**src/rtl/add8u_err_eval_pkg.sv**
```systemverilog
// Shared definitions for the approximate-adder error evaluator: default operand
// width, sweep FSM states and the accumulator widths derived from the operand width.
package add8u_eval_pkg;

    localparam int W_DEF = 8;

    typedef enum logic [1:0] {
        IDLE  = 2'd0,
        SWEEP = 2'd1,
        DRAIN = 2'd2,
        DONE  = 2'd3
    } state_e;

    // Width of one absolute error (also the worst-case error register).
    function automatic int err_w(input int w);
        return w + 1;
    endfunction

    // Sum of absolute errors over all 2^(2w) operand pairs.
    function automatic int sum_abs_w(input int w);
        return 2 * w + 9;
    endfunction

    // Number of pairs with a nonzero error, up to 2^(2w) inclusive.
    function automatic int err_cnt_w(input int w);
        return 2 * w + 1;
    endfunction

    // Sum of squared absolute errors over all pairs.
    function automatic int sum_sq_w(input int w);
        return 4 * w + 2;
    endfunction

endpackage

```
**src/rtl/add8u_err_eval_if.sv**
```systemverilog
// Connection bundle between the evaluator and its environment: the start request,
// the operand/result loop to the adder under test, and the status and metric outputs.
interface add8u_err_eval_if
    import add8u_eval_pkg::*;
#(
    parameter int W = W_DEF
);
    logic                      start;
    logic [W-1:0]              op_a;
    logic [W-1:0]              op_b;
    logic [W:0]                res_o;
    logic                      busy;
    logic                      done;
    logic [sum_abs_w(W)-1:0]   sum_abs_err;
    logic [err_w(W)-1:0]       wce;
    logic [err_cnt_w(W)-1:0]   err_cnt;
    logic [sum_sq_w(W)-1:0]    sum_sq_err;

    // Evaluator side.
    modport slave (
        input  start, res_o,
        output op_a, op_b, busy, done, sum_abs_err, wce, err_cnt, sum_sq_err
    );

    // Environment side: requests sweeps and closes the loop through the adder.
    modport master (
        output start, res_o,
        input  op_a, op_b, busy, done, sum_abs_err, wce, err_cnt, sum_sq_err
    );
endinterface

```
**src/rtl/add8u_err_eval_abs_err.sv**
```systemverilog
// Combinational exact reference sum and absolute difference against the
// approximate result; the difference is taken without wrap-around.
module add8u_abs_err #(
    parameter int W = 8
) (
    input  logic [W-1:0] a_i,
    input  logic [W-1:0] b_i,
    input  logic [W:0]   res_i,
    output logic [W:0]   abs_err_o
);
    logic [W:0] exact;

    assign exact     = {1'b0, a_i} + {1'b0, b_i};
    assign abs_err_o = (res_i >= exact) ? (res_i - exact) : (exact - res_i);
endmodule

```
**src/rtl/add8u_err_eval.sv**
```systemverilog
// Exhaustive error characterizer for an external approximate W-bit adder.
// Walks every operand pair once, registers |error| (stage 1), then folds it
// into the MAE/WCE/EP/MSE accumulators (stage 2).
module add8u_err_eval
    import add8u_eval_pkg::*;
#(
    parameter int W     = W_DEF,
    parameter bit SQ_EN = 1'b1
) (
    input logic              clk,
    input logic              rst,
    add8u_err_eval_if.slave  bus
);
    localparam int EW  = err_w(W);
    localparam int SAW = sum_abs_w(W);
    localparam int ECW = err_cnt_w(W);
    localparam int SQW = sum_sq_w(W);

    state_e             state_q, state_d;
    logic [2*W-1:0]     pair_q, pair_d;     // {op_b, op_a}
    logic               drain_q, drain_d;
    logic               clr;

    logic [EW-1:0]      abs_err;
    logic [EW-1:0]      err_q;
    logic               vld_q;

    logic [SAW-1:0]     sum_abs_q;
    logic [EW-1:0]      wce_q;
    logic [ECW-1:0]     cnt_q;
    logic [SQW-1:0]     sq_q;
    logic [SQW-1:0]     sq_term;

    add8u_abs_err #(.W(W)) u_abs_err (
        .a_i       (pair_q[W-1:0]),
        .b_i       (pair_q[2*W-1:W]),
        .res_i     (bus.res_o),
        .abs_err_o (abs_err)
    );

    // Next-state logic: accept start only in IDLE, step the pair counter, time the drain.
    always_comb begin
        // NOTE: every signal gets a default before the case so no path leaves it
        // unassigned, which would otherwise infer a latch.
        state_d = state_q;
        pair_d  = pair_q;
        drain_d = drain_q;
        clr     = 1'b0;
        unique case (state_q)
            IDLE: begin
                if (bus.start) begin
                    state_d = SWEEP;
                    pair_d  = '0;
                    clr     = 1'b1;
                end
            end
            SWEEP: begin
                // The last pair is sampled this cycle; hold the operands at all-ones.
                if (pair_q == '1) begin
                    state_d = DRAIN;
                    drain_d = 1'b0;
                end else begin
                    pair_d = pair_q + (2*W)'(1);
                end
            end
            DRAIN: begin
                // Two cycles: one to retire stage 1, one to retire stage 2.
                drain_d = 1'b1;
                if (drain_q) begin
                    state_d = DONE;
                    drain_d = 1'b0;
                end
            end
            DONE:    state_d = IDLE;
            default: state_d = IDLE;
        endcase
    end

    // FSM and operand counter registers.
    always_ff @(posedge clk or posedge rst) begin
        // NOTE: state uses non-blocking assignments so every register samples
        // pre-edge values, independent of block ordering.
        if (rst) begin
            state_q <= IDLE;
            pair_q  <= '0;
            drain_q <= 1'b0;
        end else begin
            state_q <= state_d;
            pair_q  <= pair_d;
            drain_q <= drain_d;
        end
    end

    // Stage 1: capture the error of the pair presented this cycle.
    always_ff @(posedge clk or posedge rst) begin
        if (rst) begin
            vld_q <= 1'b0;
            err_q <= '0;
        end else begin
            vld_q <= (state_q == SWEEP);
            if (state_q == SWEEP) begin
                err_q <= abs_err;
            end
        end
    end

    assign sq_term = SQ_EN ? (SQW'(err_q) * SQW'(err_q)) : '0;

    // Stage 2: fold the registered error into all four metrics.
    always_ff @(posedge clk or posedge rst) begin
        if (rst) begin
            sum_abs_q <= '0;
            wce_q     <= '0;
            cnt_q     <= '0;
            sq_q      <= '0;
        end else if (clr) begin
            sum_abs_q <= '0;
            wce_q     <= '0;
            cnt_q     <= '0;
            sq_q      <= '0;
        end else if (vld_q) begin
            sum_abs_q <= sum_abs_q + SAW'(err_q);
            sq_q      <= sq_q + sq_term;
            if (err_q > wce_q) begin
                wce_q <= err_q;
            end
            if (err_q != '0) begin
                cnt_q <= cnt_q + ECW'(1);
            end
        end
    end

    assign bus.op_a        = pair_q[W-1:0];
    assign bus.op_b        = pair_q[2*W-1:W];
    assign bus.busy        = (state_q == SWEEP) || (state_q == DRAIN);
    assign bus.done        = (state_q == DONE);
    assign bus.sum_abs_err = sum_abs_q;
    assign bus.wce         = wce_q;
    assign bus.err_cnt     = cnt_q;
    assign bus.sum_sq_err  = sq_q;
endmodule

```
**src/flat_wrapper.sv**
```systemverilog
// flat-port wrapper written by rule: the top's interface ports become plain ports
module add8u_err_eval_flat import add8u_eval_pkg::*;
#(
    parameter int W     = W_DEF,
    parameter bit SQ_EN = 1'b1
)
  (clk, rst, bus_start, bus_res_o, bus_op_a, bus_op_b, bus_busy, bus_done, bus_sum_abs_err, bus_wce, bus_err_cnt, bus_sum_sq_err);
  add8u_err_eval_if #(.W(W)) bus_i ();
  input logic clk;
  input logic rst;
  input wire logic [$bits(bus_i.start)-1:0] bus_start;
  input wire logic [$bits(bus_i.res_o)-1:0] bus_res_o;
  output wire logic [$bits(bus_i.op_a)-1:0] bus_op_a;
  output wire logic [$bits(bus_i.op_b)-1:0] bus_op_b;
  output wire logic [$bits(bus_i.busy)-1:0] bus_busy;
  output wire logic [$bits(bus_i.done)-1:0] bus_done;
  output wire logic [$bits(bus_i.sum_abs_err)-1:0] bus_sum_abs_err;
  output wire logic [$bits(bus_i.wce)-1:0] bus_wce;
  output wire logic [$bits(bus_i.err_cnt)-1:0] bus_err_cnt;
  output wire logic [$bits(bus_i.sum_sq_err)-1:0] bus_sum_sq_err;
  assign bus_i.start = bus_start;
  assign bus_i.res_o = bus_res_o;
  assign bus_op_a = bus_i.op_a;
  assign bus_op_b = bus_i.op_b;
  assign bus_busy = bus_i.busy;
  assign bus_done = bus_i.done;
  assign bus_sum_abs_err = bus_i.sum_abs_err;
  assign bus_wce = bus_i.wce;
  assign bus_err_cnt = bus_i.err_cnt;
  assign bus_sum_sq_err = bus_i.sum_sq_err;
  add8u_err_eval #(.W(W), .SQ_EN(SQ_EN)) u_core (.clk(clk), .rst(rst), .bus(bus_i));
endmodule
```
**config.mk**
```make
export PLATFORM = sky130hd
export DESIGN_NAME = add8u_err_eval_flat
export DESIGN_NICKNAME = d
export VERILOG_FILES = /design/src/rtl/add8u_err_eval_pkg.sv /design/src/rtl/add8u_err_eval_if.sv /design/src/rtl/add8u_err_eval_abs_err.sv /design/src/rtl/add8u_err_eval.sv /design/src/flat_wrapper.sv
export SDC_FILE = /design/constraint.sdc
export NUM_CORES = 1
export LEC_CHECK = 0
export CAP_MARGIN = 30
export CORE_ASPECT_RATIO = 0.6
export CORE_MARGIN = 4
export CORE_UTILIZATION = 53
export CTS_CLUSTER_SIZE = 12
export DETAILED_ROUTE_END_ITERATION = 7
export PLACE_DENSITY_LB_ADDON = 0.25
export SYNTH_ARGS = -nofsm -noshare
export SYNTH_HDL_FRONTEND = slang
export SYNTH_SLANG_ARGS = --single-unit
```
**constraint.sdc**
```tcl
create_clock -name clk -period 5.85 [get_ports clk]
set_input_delay 1.17 -clock clk [delete_from_list [all_inputs] [get_ports clk]]
set_output_delay 1.17 -clock clk [all_outputs]
set_load 0.05 [all_outputs]
```
==> Word level (Yosys, flattened, before mapping) <==
Index checks and enable logic that the tools add are counted.
{ "op_classes": {"reduce_logical": 13, "order_cmp": 2, "n_mux": 23, "n_mul": 1, "n_eq_ne": 8, "addsub": 7} }
{ "op_table": {"columns": ["cell", "count"], "rows": [
  ["34-bit 2-to-1 mux", 2],
  ["17-bit 2-to-1 mux", 3],
  ["25-bit 2-to-1 mux", 2],
  ["9-bit 2-to-1 mux", 4],
  ["34-bit by 18-bit adder with 34-bit output", 1],
  ["16-bit 2-to-1 mux", 2],
  ["16-bit case mux with 2 select lines", 1],
  ["25-bit by 9-bit adder with 25-bit output", 1],
  ["9-bit by 9-bit multiplier with 18-bit output", 1],
  ["9-bit subtractor", 2],
  ["17-bit by 1-bit adder with 17-bit output (second input constant)", 1],
  ["16-bit by 1-bit adder with 16-bit output (second input constant)", 1],
  ["16-bit equality test (second input constant)", 1],
  ["2-bit nonzero test", 5],
  ["8-bit by 8-bit adder with 9-bit output", 1],
  ["9-bit greater-or-equal comparator", 1],
  ["9-bit greater-than comparator", 1],
  ["9-bit nonzero test", 1],
  ["2-bit case mux with 4 select lines", 1],
  ["2-bit 2-to-1 mux", 3],
  ["2-bit AND reduction", 3],
  ["3-bit AND reduction", 2],
  ["2-bit equality test (second input constant)", 2],
  ["1-bit 2-to-1 mux", 4],
  ["6 further kinds", 8]
]} }
{ "totals": {"out_inout_bits": 103, "reg_bits": 114} }

==> Logic depth before layout (Yosys ltp) <==
{ "logic_depth": {"depth_word": 4, "depth_mapped": 21} }

==> Cells and area by module <==
A second synthesis with hierarchy kept.
{ "hier_totals": {"cells_unflattened": 1177, "area_unflattened_um2": 10209.8} }
{ "by_module_without_submodules": {"columns": ["mod", "instances", "area_each_um2", "cells_each", "seq_area_each_um2"], "rows": [
  ["add8u_err_eval", 1, 8963.6, 1008, 2852.7],
  ["add8u_abs_err", 1, 1246.2, 169, 0.0]
]} }

==> Least setup slack after synthesis <==
No wires, ideal clock.
{ "synth_timing": {"kind": "register -> register", "from": "register u_core.err_q[6]", "to": "register u_core.sq_q[21] (netlist: u_core.bus.sum_sq_err[21])", "path_slack_ps": -13, "t_required_ps": 5739, "arrival_time_ps": 5752, "setup_ps": 111, "path_stages_with_launch": 22, "path_cell_list": "dfrtp_1 > clkbuf_1 > inv_1 > nor2_1 > inv_1 > fa_1 > inv_1 > fa_1 > inv_1 > fa_1 > inv_1 > fa_1 > inv_1 > fa_1 > inv_1 > ha_1 > and4_1 > a221o_1 > a41o_1 > o21ai_2 > mux2_2 > a2111oi_2"} }
{ "synth_between": {"elab_chain_len": 4} }
{ "synth_lines": {"columns": ["element", "line_no", "rtl"], "rows": [
  ["from (decl)", "add8u_err_eval.sv:25", "logic [EW-1:0] err_q;"],
  ["from (signal assigned)", "add8u_err_eval.sv:102", "err_q <= abs_err;"],
  ["9-bit by 9-bit multiplier with 18-bit output", "add8u_err_eval.sv:107", "assign sq_term = SQ_EN ? (SQW'(err_q) * SQW'(err_q)) : '0;"],
  ["34-bit by 18-bit adder with 34-bit output", "add8u_err_eval.sv:123", "sq_q <= sq_q + sq_term;"],
  ["34-bit 2-to-1 mux", "add8u_err_eval.sv:121", "end else if (vld_q) begin"],
  ["34-bit 2-to-1 mux", "add8u_err_eval.sv:116", "end else if (clr) begin"],
  ["to (signal assigned)", "add8u_err_eval.sv:123", null],
  ["to (decl)", "add8u_err_eval.sv:31", "logic [SQW-1:0] sq_q;"]
]} }
No other way between the ends. The select of a mux whose other input is x is not followed.
A chain may end at the register's enable or synchronous reset.

==> Worst setup path after layout <==
{ "layout_timing": {"from": "register u_core.err_q[8]", "to": "register u_core.sq_q[21] (netlist: u_core.bus.sum_sq_err[21])"} }
The elaborated chain is that of the path after synthesis.

==> impl_metrics.py <==
metrics = {
    "run_status": {
        "status": "finished, final reports clean",
    },
    "floorplanning": {
        "dieWidth_um": 186,
        "fp.dieH_um": 115,
        "row_count": 38,
        "io_pins": 115,
        "core_area_um2": 18400,
        "initial_core_util_pct": 54.9,
        "die-area_um2": 21400,
    },
    "global_routing": {
        "grt_pass1_wl_um": 43500,
        "antenna_found_initial": 1,
        "grt_max_degree": 69,
        "grt_usage_pct": 25.3,
        "grt_pass1_vias": 8614,
        "grt_overflow": 0,
    },
    "synthesis": {
        "synth_edf_count": 0,
        "ys_async_sr_fraction_pct": 100,
        "synthCells": 1178,
        "seq_area_frac_synth_pct": 28.2,
        "synth_flop_cell": "dfrtp_1",
        "synth_area_um2": 10100,
        "synth_seq_cells": 114,
        "yosysWarnings": 0,
        "avgSynthCellArea_um2": 8.57,
        "synth_fp_nets": 1331,
        "ys_types": 76,
    },
    "clock_tree": {
        "insertion_delay_ns": 0.43,
        "clk_path_buf_depth": 2,
        "path_clk_slew_ns": 0.06,
        "cts-root-buf": "clkbuf_16",
        "clkSinkCount": 114,
        "htreeDepth": 4,
        "cts_made_buffers": 17,
        "cts_tree": "yes",
    },
    "detailed_routing": {
        "first_iter_violations": 654,
        "routed_wl_um": 26500,
        "first_pass_iters": 4,
        "antenna_left": 0,
        "routed-via-count": 9000,
        "drc_errors": 0,
        "wl_per_cell_um": 17.1,
        "via_per_inst": 5.81,
    },
    "pwr": {
        "pwr_density_cell_nw_per_um2": 671,
        "power_frac_comb_pct": 71.1,
        "clkPwrFrac_pct": 12.8,
        "peakVddDrop_mv": 0.645,
        "p_switching_mw": 4.17,
        "p_seq_share_pct": 16.1,
        "netSwitchingFraction_pct": 51.0,
        "intPower_mw": 4.02,
        "total_leakage_power_nw": 5.82,
    },
    "setup_path": {
        "crit_fanout": 6,
        "cpPeakStageDelay_ns": 0.54,
        "critical_path.top_delay_family": "adder cells",
        "end_kind": "flop",
        "cp.arrival_ns": 5.94,
        "crit_chain": "clkinvlp_4 > nor2_1 > ha_1 > xor2_1 > fa_1 > inv_1 > fa_1 > fa_1 > inv_1 > fa_1 > inv_1 > ha_1 > and4_1 > a221o_1 > a41o_4 > o21ai_4 > mux2_2 > a2111oi_2",
        "slowest_stage": "fa_1",
        "cp.required_ns": 6.18,
        "path_common_cell": "fa_1",
        "crit_buf_inv": 4,
        "start_kind": "flop",
        "worstSetupPathType": "flop to flop",
    },
    "timing": {
        "setup_ws_ns": 0.238,
        "fin_crit_ns": 5.61,
        "worst_hold_slack_ns": 0.525,
        "finalClockSkew_ns": 0.0148,
        "fin_crit_sh_pct": 95.9,
        "setup_violations": 0,
        "hold_violations": 0,
        "worst_pin_slew_ns": 0.865,
        "timing.fmax_mhz": 178,
        "maxSlewHeadroom_pct": 41.9,
        "maxSlewViolCount": 0,
    },
    "final_layout": {
        "drive_gt1_share_pct": 6.79,
        "final_util_pct": 66.3,
        "fillers": 1540,
        "final_nets": 1451,
        "area_growth_pct": 20.8,
        "antenna_cells": 0,
    },
    "hold_path": {
        "hold_path.class": "flop to flop",
    },
    "placement": {
        "gp_congestion": 0.945,
        "pre_cts_slack_ns": 0.00929,
        "hpwl_um": 19700,
        "io_buffers": 114,
    },
    "run": {
        "maxCapViolations": 0,
    },
}
-- registers in the layout, summed over array words and instances, names as in the netlist --
signal and flops:
u_core.drain_q 1, u_core.bus.err_cnt 17, u_core.bus.sum_abs_err 25, u_core.state_q 2, u_core.err_q 9, u_core.pair_q 16, u_core.vld_q 1, u_core.bus.wce 9
u_core.bus.sum_sq_err 34
-- cells in the final DEF (no fill, tap or decap), types with 7 or more instances in the layout --
| cell type | n |
|---|---|
| clkbuf_16 | 17 |
| a21oi_1 | 74 |
| dfrtp_1 | 109 |
| o21a_1 | 8 |
| fa_1 | 49 |
| nand2b_1 | 9 |
| clkdlybuf4s50_1 | 114 |
| a31oi_1 | 12 |
| nand4_1 | 14 |
| ha_1 | 92 |
| inv_1 | 160 |
| xor2_1 | 15 |
| and4_1 | 9 |
| a21o_1 | 29 |
| buf_4 | 26 |
| and2_1 | 14 |
| nor2b_1 | 7 |
| o21ai_0 | 61 |
| nor2_1 | 113 |
| nand2_1 | 79 |
| a211oi_1 | 19 |
| and3_1 | 9 |
| mux2i_1 | 23 |
| nand3_1 | 36 |
| xnor2_1 | 42 |
| nor4_1 | 8 |
| nor3_1 | 22 |
| or3_1 | 17 |
-- cell usage after synthesis, drive strengths merged (3+ instances only) --
master	n	share of area [%]
nor4b	5	0.43
o21a	8	0.59
a211oi	20	1.5
mux2i	23	2.3
xor2	15	1.3
fa	49	9.7
o22ai	5	0.31
o31a	3	0.26
nand4b	5	0.43
o211ai	6	0.45
and4	9	0.78
a21o	30	2.2
nand2	80	3.0
nand2b	9	0.56
o31ai	4	0.30
a21oi	76	3.8
buf	11	0.57
or2	3	0.19
nor2b	7	0.43
o41ai	3	0.45
xnor2	42	3.6
ha	92	11
or3	17	1.1
o311ai	3	0.33
clkbuf	29	1.1
a21boi	3	0.22
nand3	36	1.8
and2	16	1.0
and3	9	0.56
nor2	115	4.3
a221oi	4	0.35
o21bai	5	0.37
o21ai	67	3.4
inv	162	6.0
dfrtp	114	28
nor4	8	0.50
or4	5	0.41
nor3b	4	0.30
nor3	23	1.2
a31oi	12	0.74
nand4	14	0.87
-- per-stage QoR --
stage / total power, mW / instance area, µm² / std cells / setup TNS (ns)
after floorplan: 5.51 / 10100 / 1178 / 0
after detailed placement: 6.99 / 11500 / 1515 / 0
after CTS: 8.10 / 12100 / 1546 / 0
after global routing: 8.93 / 12200 / 1550 / -0.0589
after global placement: 6.86 / 11500 / 1515 / 0
final: 8.19 / 12200 / 1550 / 0
-- path summary, 6_finish.rpt --
check	from	endpoint	slack, ns	cells past startpoint
max in group asynchronous	rst	u_core.err_q[8]	3.38	3
hold reg to reg	u_core.bus.sum_sq_err[11]	u_core.bus.sum_sq_err[11]	0.53	2
hold / removal	u_core.bus.sum_sq_err[11]	u_core.bus.sum_sq_err[11]	0.53	2
setup reg to reg	u_core.err_q[8]	u_core.bus.sum_sq_err[21]	0.24	18
min in group asynchronous	rst	u_core.bus.sum_sq_err[31]	1.27	2
setup / recovery	u_core.err_q[8]	u_core.bus.sum_sq_err[21]	0.24	18
-- area by class of cell --
| cell class | instances | area, µm² | share of cell area, % |
|---|---|---|---|
| clock buffer | 17 | 425 | 3.49 |
| clock inverter | 14 | 156 | 1.28 |
| inverter | 162 | 614 | 5.04 |
| multi-input combinational | 862 | 6490 | 53.2 |
| sequential | 114 | 2860 | 23.4 |
| tap | 240 | 300 | 2.46 |
| timing repair buffer | 141 | 1350 | 11.0 |
-- repair_timing --
item	in CTS	in global routing
gates resized for setup	0	11
hold buffers	0	0
endpoints found under the hold margin	0	0
endpoints found under the setup margin	0	6
setup buffers	0	4
-- kinds of logic (layout without fill, tap and decap cells) --
kind of cell	count (synthesis)	in the layout	share of synthesized area, %
AOI/OAI and AO/OA	273	273	17.7
xor gates and xnor gates	57	57	4.94
adders and majority gates	141	141	21.1
buffers and inverters	202	334	7.69
DFF	114	114	28.2
muxes	25	25	2.50
and+or+nand+nor	366	366	17.8
-- layer usage --
metal  routed length [µm]  vias to the layer above  global-route usage (%)
met5                   14                        -                       0
met4                  265                        2                    5.82
met3                 2160                       28                    7.59
met2                11000                      320                    35.7
met1                13100                     4351                    38.1
li1                     -                     4299                       -
-- power groups by stage --
stage | Sequential [mW] | Combinational, mW | Clock, mW
after CTS | 1.32 | 5.72 | 1.06
final | 1.32 | 5.82 | 1.05
after global routing | 1.35 | 6.49 | 1.09
after detailed placement | 1.33 | 5.67 | 0
after global placement | 1.32 | 5.54 | 0
after floorplan | 1.97 | 3.54 | 0
-- worst reg2reg max path, stage by stage (launching register included) --
cell and delay, ns:
dfrtp_2 0.43, clkinvlp_4 0.17, nor2_1 0.19, ha_1 0.32, xor2_1 0.20, fa_1 0.54
inv_1 0.05, fa_1 0.44, fa_1 0.51, inv_1 0.05, fa_1 0.49, inv_1 0.04
ha_1 0.36, and4_1 0.24, a221o_1 0.31, a41o_4 0.29, o21ai_4 0.20, mux2_2 0.36
a2111oi_2 0.31
Note: power is estimated with default switching activity, not from simulation.
